==> config.mk <==
export PLATFORM = sky130hd
export DESIGN_NAME = timer_ctrl_fsm
export DESIGN_NICKNAME = d
export VERILOG_FILES = /design/src/rtl/timer_ctrl_fsm.sv
export SDC_FILE = /design/constraint.sdc
export NUM_CORES = 1
export LEC_CHECK = 0
export BUFFER_PORTS_ARGS = -buffer_cell sky130_fd_sc_hd__buf_4
export CAP_MARGIN = 10
export CORE_ASPECT_RATIO = 0.9
export CORE_MARGIN = 2
export CORE_UTILIZATION = 51
export CTS_CLUSTER_DIAMETER = 150
export DETAILED_ROUTE_END_ITERATION = 10
export PLACE_DENSITY = 0.69
export SETUP_SLACK_MARGIN = 0.4
export SLEW_MARGIN = 5
export SYNTH_ARGS = -nofsm -noshare
export SYNTH_HDL_FRONTEND = slang
export SYNTH_SLANG_ARGS = --single-unit
==> constraint.sdc <==
create_clock -name sys_clk -period 1.2 [get_ports sys_clk]
set_input_delay 0.18 -clock sys_clk [delete_from_list [all_inputs] [get_ports sys_clk]]
set_output_delay 0.18 -clock sys_clk [all_outputs]
set_load 0.05 [all_outputs]
==> src/rtl/timer_ctrl_fsm.sv <==
// rtl/timer_ctrl_fsm.sv - stopwatch button controller: sync, debounce, press FSM, timer control pulses
module timer_ctrl_fsm #(
  parameter int DEBOUNCE_CYCLES = 16,
  parameter int RESET_PULSE     = 4
) (
  input  logic       sys_clk,
  input  logic       rst_b,
  input  logic       btn_start_stop,
  input  logic       btn_reset,
  output logic       timer_pause,
  output logic       timer_clear,
  output logic       timer_reset,
  output logic [1:0] ctrl_state,
  output logic       press_ignored
);

  localparam int DCW = $clog2(DEBOUNCE_CYCLES + 1);
  localparam int RCW = $clog2(RESET_PULSE + 1);

  localparam logic [1:0] ST_IDLE      = 2'd0;
  localparam logic [1:0] ST_RUNNING   = 2'd1;
  localparam logic [1:0] ST_PAUSED    = 2'd2;
  localparam logic [1:0] ST_RESETTING = 2'd3;

  localparam logic [DCW-1:0] DB_LAST  = DCW'(DEBOUNCE_CYCLES - 1);
  localparam logic [RCW-1:0] RST_LOAD = RCW'(RESET_PULSE);
  localparam logic [RCW-1:0] RST_ONE  = RCW'(1);

  // Bit 0 carries start/stop, bit 1 carries reset through the whole input path.
  logic [1:0]     btn_raw;
  logic [1:0]     sync1_q, sync2_q, level_q, level_dly_q, press_q;
  logic [DCW-1:0] dcnt_q [2];

  assign btn_raw = {btn_reset, btn_start_stop};

  always_ff @(posedge sys_clk or negedge rst_b) begin
    if (!rst_b) begin
      sync1_q     <= '0;
      sync2_q     <= '0;
      level_q     <= '0;
      level_dly_q <= '0;
      press_q     <= '0;
      for (int i = 0; i < 2; i++) dcnt_q[i] <= '0;
    end else begin
      sync1_q     <= btn_raw;
      sync2_q     <= sync1_q;
      level_dly_q <= level_q;
      press_q     <= level_q & ~level_dly_q;
      for (int i = 0; i < 2; i++) begin
        if (sync2_q[i] == level_q[i]) begin
          dcnt_q[i] <= '0;
        end else if (dcnt_q[i] == DB_LAST) begin
          level_q[i] <= sync2_q[i];
          dcnt_q[i]  <= '0;
        end else begin
          dcnt_q[i] <= dcnt_q[i] + 1'b1;
        end
      end
    end
  end

  logic           ss_ev, rs_ev;
  logic [1:0]     state_q, state_d;
  logic [RCW-1:0] rcnt_q, rcnt_d;
  logic           ign_d;

  assign ss_ev = press_q[0];
  assign rs_ev = press_q[1];

  // Simultaneous presses: start/stop wins only in RUNNING, reset wins elsewhere.
  always_comb begin
    state_d = state_q;
    rcnt_d  = rcnt_q;
    ign_d   = 1'b0;
    case (state_q)
      ST_IDLE, ST_PAUSED: begin
        if (rs_ev) begin
          state_d = ST_RESETTING;
          rcnt_d  = RST_LOAD;
          ign_d   = ss_ev;
        end else if (ss_ev) begin
          state_d = ST_RUNNING;
        end
      end
      ST_RUNNING: begin
        if (ss_ev) state_d = ST_PAUSED;
        ign_d = rs_ev;
      end
      default: begin
        ign_d  = ss_ev | rs_ev;
        rcnt_d = rcnt_q - 1'b1;
        if (rcnt_q == RST_ONE) state_d = ST_IDLE;
      end
    endcase
  end

  logic timer_pause_q, timer_clear_q, timer_reset_q, press_ignored_q;

  always_ff @(posedge sys_clk or negedge rst_b) begin
    if (!rst_b) begin
      state_q         <= ST_IDLE;
      rcnt_q          <= '0;
      timer_pause_q   <= 1'b1;
      timer_clear_q   <= 1'b0;
      timer_reset_q   <= 1'b0;
      press_ignored_q <= 1'b0;
    end else begin
      state_q         <= state_d;
      rcnt_q          <= rcnt_d;
      timer_pause_q   <= (state_d != ST_RUNNING);
      timer_clear_q   <= (state_q == ST_RESETTING) && (state_d == ST_IDLE);
      timer_reset_q   <= (state_d == ST_RESETTING);
      press_ignored_q <= ign_d;
    end
  end

  assign ctrl_state    = state_q;
  assign timer_pause   = timer_pause_q;
  assign timer_clear   = timer_clear_q;
  assign timer_reset   = timer_reset_q;
  assign press_ignored = press_ignored_q;

endmodule
==> impl_metrics.json, run 1 <==
{
  "p_total_w": 0.001962,
  "finalInstanceArea_um2": 1763,
  "dieArea_um2": 2662,
  "finalHoldViolations": 0,
  "cts_tree": "built",
  "clk_latency_ps": 310,
  "setup_viol": 5,
  "final_cell_mix": "dfrtp_1, buf_4, buf_6",
  "chipWidth_um": 54.16,
  "setup_ws_ps": -98.56,
  "reg2reg_from": "rcnt_q[1]",
  "swShare": 0.2494,
  "cts-htree-levels": 2,
  "synth-async-reset-ratio": 1.000,
  "setup-tns-final_ps": -234.6,
  "start_util": 0.5341,
  "whs_path_depth": 0,
  "place_area_um2": 1353,
  "grt_pass1_vias": 816,
  "ys_top_cells_by_area": "dfrtp_1, xor2_1, ha_1",
  "cts_root_buf": "clkbuf_4",
  "min_from": "sync1_q[0]",
  "rsz0062_at_grt": "yes",
  "start_kind": "register",
  "synth-main-ff-cell": "dfrtp_1",
  "end_kind": "register",
  "grt_overflow_total": 0,
  "syn_area_um2": 1155,
  "slew_violations": 0,
  "grt_max_degree": 30,
  "tightest_slew_ps": 360.5,
  "path_max_fanout": 3,
  "synth-seq-area-share": 0.6295,
  "grt_pass1_wl_mm": 3.726,
  "seqPwrFrac": 0.543,
  "layout-drive-gt1-share": 0.5659,
  "drtIter0Drc": 19,
  "synth_area_per_cell_um2": 12.69,
  "rr_endpoint": "ctrl_state[0]",
  "vias_per_cell": 5.147,
  "cp.arrival_ps": 1490,
  "synth_enable_flop_cells": 0,
  "pwr-share-comb": 0.113,
  "dr.pass1.iters": 4,
  "outcome": "finished, violations left",
  "r2r_setup_slack_ps": -100,
  "p_sw_w": 0.0004892,
  "drt-total-wl_mm": 2.675,
  "clkTransAtPathRegs_ps": 90,
  "postLayoutCoreUtil": 0.8154,
  "ys_types": 27,
  "yosysTopAreaCell": "dfrtp_1",
  "cts_buffers": 5,
  "clock_tree.buffer_depth": 2,
  "place_hpwl_mm": 1.262,
  "fmax_ghz": 0.7701,
  "antenna_found_initial": 0,
  "violations": "negative setup slack",
  "max_slew_margin": 0.7597,
  "p_leak_nw": 0.8157,
  "syn_inst": 91,
  "final_nets": 136,
  "die_h_um": 49.15,
  "drc": 0,
  "synth_top_area_share": 0.6067,
  "p_int_w": 0.001473,
  "ys_warn_count": 0,
  "fillCellCount": 113,
  "clock_power_share": 0.343,
  "min_to": "sync2_q[0]",
  "finClkSkew_ps": 5.882,
  "setup.worst_path.class": "reg2reg",
  "postRouteAntennaNets": 0,
  "ios": 10,
  "hp-class": "reg2reg",
  "core-area_um2": 2162,
  "vias": 803,
  "area_delta_synth_final_pct": 52.65,
  "avgRoutedWirePerCell_um": 17.15,
  "final_common_cell": "dfrtp_1",
  "routabilityCongestion": 0.7587,
  "io_buffers": 9,
  "period_share": 1.082,
  "num_rows": 16,
  "cts.sinks": 29,
  "period_needed_ps": 1299,
  "grt_usage": 0.1997,
  "worstPathRequired_ps": 1390,
  "vdd_drop_max_mv": 1.156,
  "yosys_register_bits": 29,
  "p_per_area_nw_per_um2": 1113,
  "syn-num-nets": 99,
  "n_antenna_cell": 0,
  "cap_viol_max_count": 0,
  "r2r_cells": 5
}
final cells by class:
cell class | instances | area [um^2] | area share
clock buffer | 7 | 65.06 | 0.03691
multi-input combinational | 56 | 591.8 | 0.3357
sequential | 29 | 730.7 | 0.4145
clock inverter | 1 | 5.005 | 0.002839
tap | 27 | 33.78 | 0.01916
inverter | 4 | 17.52 | 0.009936
timing repair buffer | 32 | 319.1 | 0.1810
cells by family (layout without fill, tap and decap cells):
group / Yosys count / after routing / synth area share
AOI/OAI and AO/OA: 10 / 10 / 0.06392
xor gates and xnor gates: 8 / 8 / 0.06067
adders and majority gates: 4 / 4 / 0.04334
buffers and inverters: 6 / 44 / 0.02925
DFF: 29 / 29 / 0.6295
muxes: 2 / 2 / 0.01950
and+or+nand+nor: 32 / 32 / 0.1539
flip-flops by register name, indices dropped and copies added, names as in the netlist:
register       count
ctrl_state         2
timer_clear        1
sync2_q            2
level_q            2
press_ignored      1
timer_reset        1
dcnt_q            10
timer_pause        1
level_dly_q        2
press_q            2
rcnt_q             3
sync1_q            2
metal layers:
metal / part of all wire / vias to the layer above / track usage
met5: 0 / - / 0
met1: 0.40 / 410 / 0.2349
met4: 0 / 0 / 0.03750
met3: 0.032 / 0 / 0.07362
met2: 0.57 / 18 / 0.3434
li1: - / 375 / -
worst max-delay path by stage:
stage                  startpoint             to  slack (ps)  depth (start not counted)
floorplan           ctrl_state[1]  ctrl_state[0]         -90                          4
CTS                     rcnt_q[1]  ctrl_state[0]         -80                          5
detailed placement      rcnt_q[1]  ctrl_state[0]        -150                          5
global route            rcnt_q[1]  ctrl_state[0]        -130                          5
finish                  rcnt_q[1]  ctrl_state[0]        -100                          5
global placement        rcnt_q[1]  ctrl_state[0]         -80                          5
power groups by stage:
stage | combinational (W) | sequential [W] | clock (W)
6_report | 0.000222 | 0.00107 | 0.000674
5_1_grt | 0.000241 | 0.00107 | 0.000730
4_1_cts | 0.000188 | 0.00106 | 0.000677
3_5_place_dp | 0.000144 | 0.00107 | 0
3_3_place_gp | 0.000137 | 0.00107 | 0
2_1_floorplan | 0.0000686 | 0.00108 | 0
per-stage QoR:
stage	std cells	setup slack, ps	hold WS [ps]
4_1_cts	153	-75.03	327.7
3_5_place_dp	135	-145.9	121.4
2_1_floorplan	91	-86.03	-115.6
6_report	156	-98.56	357.2
5_1_grt	156	-126.7	364.0
3_3_place_gp	135	-80.81	114.9
Yosys cell counts (3+ instances only):
master    n
and2_1    3
dfrtp_1  28
ha_1      4
inv_1     3
nand2_1   6
nand3_1   4
nor2_1    8
nor2b_1   3
xor2_1    8
worst max-delay path, cell delays in order, from the launching register on:
cell	delay, ps
dfrtp_1	400
inv_2	80
ha_4	120
nor2b_4	150
o22ai_2	90
or3_1	330
repair_timing:
action	4_1_cts	5_1_grt
pin swaps	14	12
setup buffers	7	3
endpoints found under the setup margin	27	27
hold buffers	3	0
gates resized for setup	35	14
hold endpoints to repair	30	0
No activity file was read; power rests on OpenSTA's default activity.
==> run 2: changes to the inputs <==
Settings changed: CORE_UTILIZATION 51 to 60, CTS_CLUSTER_DIAMETER 150 to 120, PLACE_DENSITY 0.69 to 0.76, SKIP_LAST_GASP set to 1.
Clock period 1.2 ns to 1.6 ns, I/O delays scaled along.
==> run 2 against run 1 <==
  * Register-to-register slack improved by 430 ps
  * The run now ends clean
  * Worst setup slack improved by 430 ps
  * Highest routed layer is now met4
  * Non-clock buffer count fell by 6
==> impl_metrics.json, run 2 (synthesized netlist as in run 1, its figures left out) <==
{
  "routabilityCongestion": 0.7911,
  "final_cell_mix": "dfrtp_1, buf_4, xor2_1, nor2_1",
  "finalHoldViolations": 0,
  "worstPathRequired_ps": 1790,
  "area_delta_synth_final_pct": 31.09,
  "path_max_fanout": 3,
  "place_hpwl_mm": 1.051,
  "grt_pass1_wl_mm": 3.174,
  "fmax_ghz": 0.7861,
  "final_nets": 130,
  "clk_latency_ps": 310,
  "dp_cells": 123,
  "cp.arrival_ps": 1460,
  "p_total_w": 0.001338,
  "vias": 770,
  "avgRoutedWirePerCell_um": 14.14,
  "finalInstanceArea_um2": 1514,
  "n_antenna_cell": 0,
  "start_kind": "register",
  "io_buffers": 9,
  "drc": 0,
  "slew_violations": 0,
  "antenna_found_initial": 0,
  "period_needed_ps": 1272,
  "p_per_area_nw_per_um2": 883.5,
  "grt_pass1_vias": 723,
  "ios": 10,
  "multiInputGateArea_um2": 457.9,
  "hp-class": "in2reg",
  "die_h_um": 45.62,
  "setup-tns-final_ps": 0,
  "top_regs": "dcnt_q: 10 flops, rcnt_q: 3 flops",
  "grt_overflow_total": 0,
  "cts_root_buf": "clkbuf_4",
  "final_common_cell": "dfrtp_1",
  "start_util": 0.6215,
  "cts_buffers": 5,
  "tightest_slew_ps": 349.4,
  "cap_viol_max_count": 0,
  "setup.worst_path.class": "reg2reg",
  "chipWidth_um": 50.25,
  "outcome": "completed",
  "vdd_drop_max_mv": 0.7139,
  "finClkSkew_ps": 10.59,
  "cts.sinks": 29,
  "finalNonFillerCells": 147,
  "core-area_um2": 1858,
  "postRouteAntennaNets": 0,
  "layout-drive-gt1-share": 0.4344,
  "top_register": "dcnt_q",
  "place_area_um2": 1240,
  "period_share": 0.7951,
  "vias_per_cell": 5.238,
  "postLayoutCoreUtil": 0.8148,
  "grt_max_degree": 30,
  "regArea_um2": 729.5,
  "grt_usage": 0.1968,
  "setup_viol": 0,
  "clock_tree.buffer_depth": 2,
  "drtIter0Drc": 19,
  "end_kind": "register",
  "rsz0062_at_grt": "yes",
  "cts-htree-levels": 2,
  "drt-total-wl_mm": 2.079,
  "num_rows": 15,
  "cts_tree": "built",
  "clkTransAtPathRegs_ps": 90,
  "dr.pass1.iters": 4,
  "fillCellCount": 105,
  "p_leak_nw": 0.7648,
  "largest_reg_flops": 10,
  "dieArea_um2": 2292,
  "max_slew_margin": 0.7671
}
==> run 2: repair_timing <==
item | 4_1_cts | 5_1_grt
pin swaps | 5 | 4
setup endpoints to repair | 10 | 13
hold endpoints to repair | 28 | 0
hold buffers | 1 | 0
gates resized for setup | 13 | 7
buffers inserted | 11 | 5
==> run 2: metrics by stage <==
step | setup WS, ps | hold slack, ps
after floorplan | 313.9 | -55.59
after global placement | 288.0 | 170.5
after detailed placement | 224.4 | 170.9
after CTS | 343.8 | 24.97
after global routing | 298.9 | 14.29
final | 327.9 | 42.98
==> run 2: metal layers <==
layer	vias up	GRT usage	part of all wire
met2	16	0.3000	0.48
met3	6	0.07895	0.037
li1	360	-	-
met5	-	0	0
met4	0	0.08889	0.012
met1	388	0.2500	0.47
==> run 2: power breakdown <==
| part | internal (W) | leakage, nW | switching, W |
|---|---|---|---|
| registers | 0.000762 | 0.383 | 0.0000269 |
| logic | 0.0000621 | 0.350 | 0.0000657 |
| clock network | 0.000207 | 0.0314 | 0.000214 |
| total | 0.00103 | 0.765 | 0.000306 |
==> run 2: area by class of cell <==
type                       instances  share of cell area
sequential                        29              0.4818
multi-input combinational         56              0.3025
timing repair buffer              26              0.1488
clock buffer                       7             0.03636
tap                               25             0.02066
inverter                           4            0.009917
==> run 2: final timing paths <==
path | from | endpoint | slack [ps] | cells after the start
min | btn_reset | sync1_q[1] | 40 | 1
min reg2reg | sync1_q[0] | sync2_q[0] | 360 | 0
min in group asynchronous | rst_b | dcnt_q[1] | 380 | 2
max in group asynchronous | rst_b | timer_pause | 920 | 2
max reg2reg | rcnt_q[1] | ctrl_state[0] | 330 | 5
max | rcnt_q[1] | ctrl_state[0] | 330 | 5
==> run 2: worst max-delay path, cell delays in order (launching register included) <==
cell	delay, ps
dfrtp_1	410
inv_2	80
ha_4	120
nor2b_4	150
o22ai_2	80
or3_1	310
==> run 3: changes to the inputs <==
Settings changed: ABC_AREA set to 1, CORE_UTILIZATION 60 to 51, PLACE_DENSITY 0.76 to 0.69.
Clock period 1.6 ns to 1.17 ns, I/O delays scaled along.
==> run 3 against run 2 <==
  * The run now ends with negative setup slack left
  * Worst setup slack worse by 340 ps
  * Die area is 16% higher
  * Clock power grew 50%
  * Hold slack improved by 250 ps
  * Via count rose by 20%
  * Power up 41%
  * Largest cell class unchanged
  * Largest power group unchanged
  * Highest routed layer unchanged
==> impl_metrics.json, run 3 <==
{
  "outcome": "finished, violations left",
  "violations": "negative setup slack",
  "chipWidth_um": 54.13,
  "start_kind": "register",
  "cts_root_buf": "clkbuf_4",
  "rsz0062_at_grt": "yes",
  "final_nets": 163,
  "syn-num-nets": 125,
  "synth-seq-area-share": 0.6302,
  "cap_viol_max_count": 0,
  "finClkSkew_ps": 15.29,
  "grt_overflow_total": 0,
  "area_delta_synth_final_pct": 52.06,
  "start_util": 0.5336,
  "avgRoutedWirePerCell_um": 14.22,
  "p_per_area_nw_per_um2": 1078,
  "hp-class": "in2async",
  "top_register": "dcnt_q",
  "grt_usage": 0.2035,
  "dieArea_um2": 2659,
  "ys_top_cells_by_area": "dfrtp_1, nand2_1, inv_1",
  "grt_max_degree": 30,
  "dr.pass1.iters": 4,
  "synthTopCellsByCount": "dfrtp_1, nand2_1, inv_1",
  "n_antenna_cell": 0,
  "worstPathRequired_ps": 990,
  "synth-main-ff-cell": "dfrtp_1",
  "max_slew_margin": 0.7604,
  "p_total_w": 0.001891,
  "num_rows": 16,
  "drtIter0Drc": 8,
  "clk_latency_ps": 330,
  "setup_viol": 1,
  "routabilityCongestion": 0.6977,
  "multiInputGateArea_um2": 565.5,
  "cts.sinks": 29,
  "slowest_delay_ps": 550,
  "drt-total-wl_mm": 2.602,
  "syn_inst": 117,
  "clock_tree.buffer_depth": 2,
  "fillCellCount": 111,
  "crit_cells": 1,
  "syn_area_um2": 1154,
  "layout-drive-gt1-share": 0.5321,
  "vias": 926,
  "final_cell_mix": "dfrtp_1, nand2_1, buf_4, buf_6, inv_1",
  "cp.arrival_ps": 1010,
  "cp_cell_sequence": "buf_8",
  "die_h_um": 49.12,
  "cts_tree": "built",
  "setup.worst_path.class": "reg2out",
  "antenna_found_initial": 0,
  "cts_buffers": 5,
  "cts-htree-levels": 2,
  "top_regs": "dcnt_q: 10 flops, rcnt_q: 3 flops",
  "finalHoldViolations": 0,
  "clkTransAtPathRegs_ps": 100,
  "vdd_drop_max_mv": 1.122,
  "final_common_cell": "dfrtp_1",
  "vias_per_cell": 5.060,
  "period_needed_ps": 1182,
  "postRouteAntennaNets": 0,
  "grt_pass1_wl_mm": 3.657,
  "crit_family": "flip-flops",
  "place_ws_ps": 28.35,
  "synth_area_per_cell_um2": 9.860,
  "slew_violations": 0,
  "largest_reg_flops": 10,
  "p_leak_nw": 0.8888,
  "yosys_register_bits": 29,
  "io_buffers": 9,
  "drc": 0,
  "critical_path.slowest_cell": "dfstp_2",
  "setup_ws_ps": -11.92,
  "path_max_fanout": 1,
  "r2r_cells": 6,
  "synth-async-reset-ratio": 1.000,
  "period_share": 1.010,
  "synth_top_area_share": 0.6074,
  "fmax_ghz": 0.8461,
  "synth_enable_flop_cells": 0,
  "ys_warn_count": 0,
  "place_hpwl_mm": 1.231,
  "cp_num_buf_inv": 1,
  "ys_types": 17,
  "regArea_um2": 730.7,
  "end_kind": "output pin",
  "yosysTopAreaCell": "dfrtp_1",
  "grt_pass1_vias": 868,
  "tightest_slew_ps": 359.3,
  "postLayoutCoreUtil": 0.8113,
  "ios": 10,
  "core-area_um2": 2162
}
[run 3: stage by stage]
step	area, um^2	hold WS (ps)	std cells	setup TNS (ps)
after floorplan	1191	-120.1	117	0
after global placement	1292	112.9	153	0
after detailed placement	1292	113.3	153	0
after CTS	1575	279.5	173	-39.91
after global routing	1754	324.7	183	-79.95
final	1754	294.6	183	-11.92
[run 3: timing repair]
action / 4_1_cts / 5_1_grt
endpoints found under the hold margin: 30 / 0
hold buffers: 3 / 0
pin swaps: 11 / 13
setup endpoints to repair: 27 / 27
buffers inserted: 9 / 10
resized for setup: 33 / 26
[run 3: kinds of logic (layout without fill, tap and decap cells)]
logic type                 Yosys count  after routing  share of synthesized area
adders and majority gates            4              4                    0.04339
AOI/OAI and AO/OA                    6              6                    0.03688
buffers and inverters               18             57                    0.05857
and+or+nand+nor                     56             56                     0.2006
xor gates and xnor gates             4              4                    0.03037
DFF                                 29             29                     0.6302
[run 3: routing by layer]
| layer | GRT usage | wire length [um] | up-vias |
|---|---|---|---|
| met5 | 0 | 0 | - |
| met4 | 0.1250 | 48 | 0 |
| met3 | 0.08282 | 108 | 4 |
| met2 | 0.3112 | 1398 | 24 |
| met1 | 0.2308 | 1046 | 455 |
| li1 | - | - | 443 |
[run 3: worst paths after layout]
check,from,to,slack [ps]
worst max-delay path,timer_pause,timer_pause,-10
worst min-delay path,rst_b,rcnt_q[2],290
worst max register to register,dcnt_q[1],level_q[1],70
worst min register to register,sync1_q[1],sync2_q[1],360
max in group asynchronous,rst_b,timer_pause,560
min in group sys_clk,sync1_q[1],sync2_q[1],360
[run 3: report_power, final]
part	switching, W	internal, W	total [W]	leakage, nW
registers	0.0000281	0.00103	0.00106	0.382
clock network	0.000337	0.000296	0.000633	0.0326
logic	0.000102	0.0000944	0.000196	0.474
total	0.000467	0.00142	0.00189	0.889
[run 3: final cells by class]
type                    count  area share
flip-flops and latches     29      0.4165
multi-input cells          70      0.3224
repair buffers             31      0.1669
inverters                  18     0.04137
clock buffers               8     0.03352
well taps                  27     0.01926
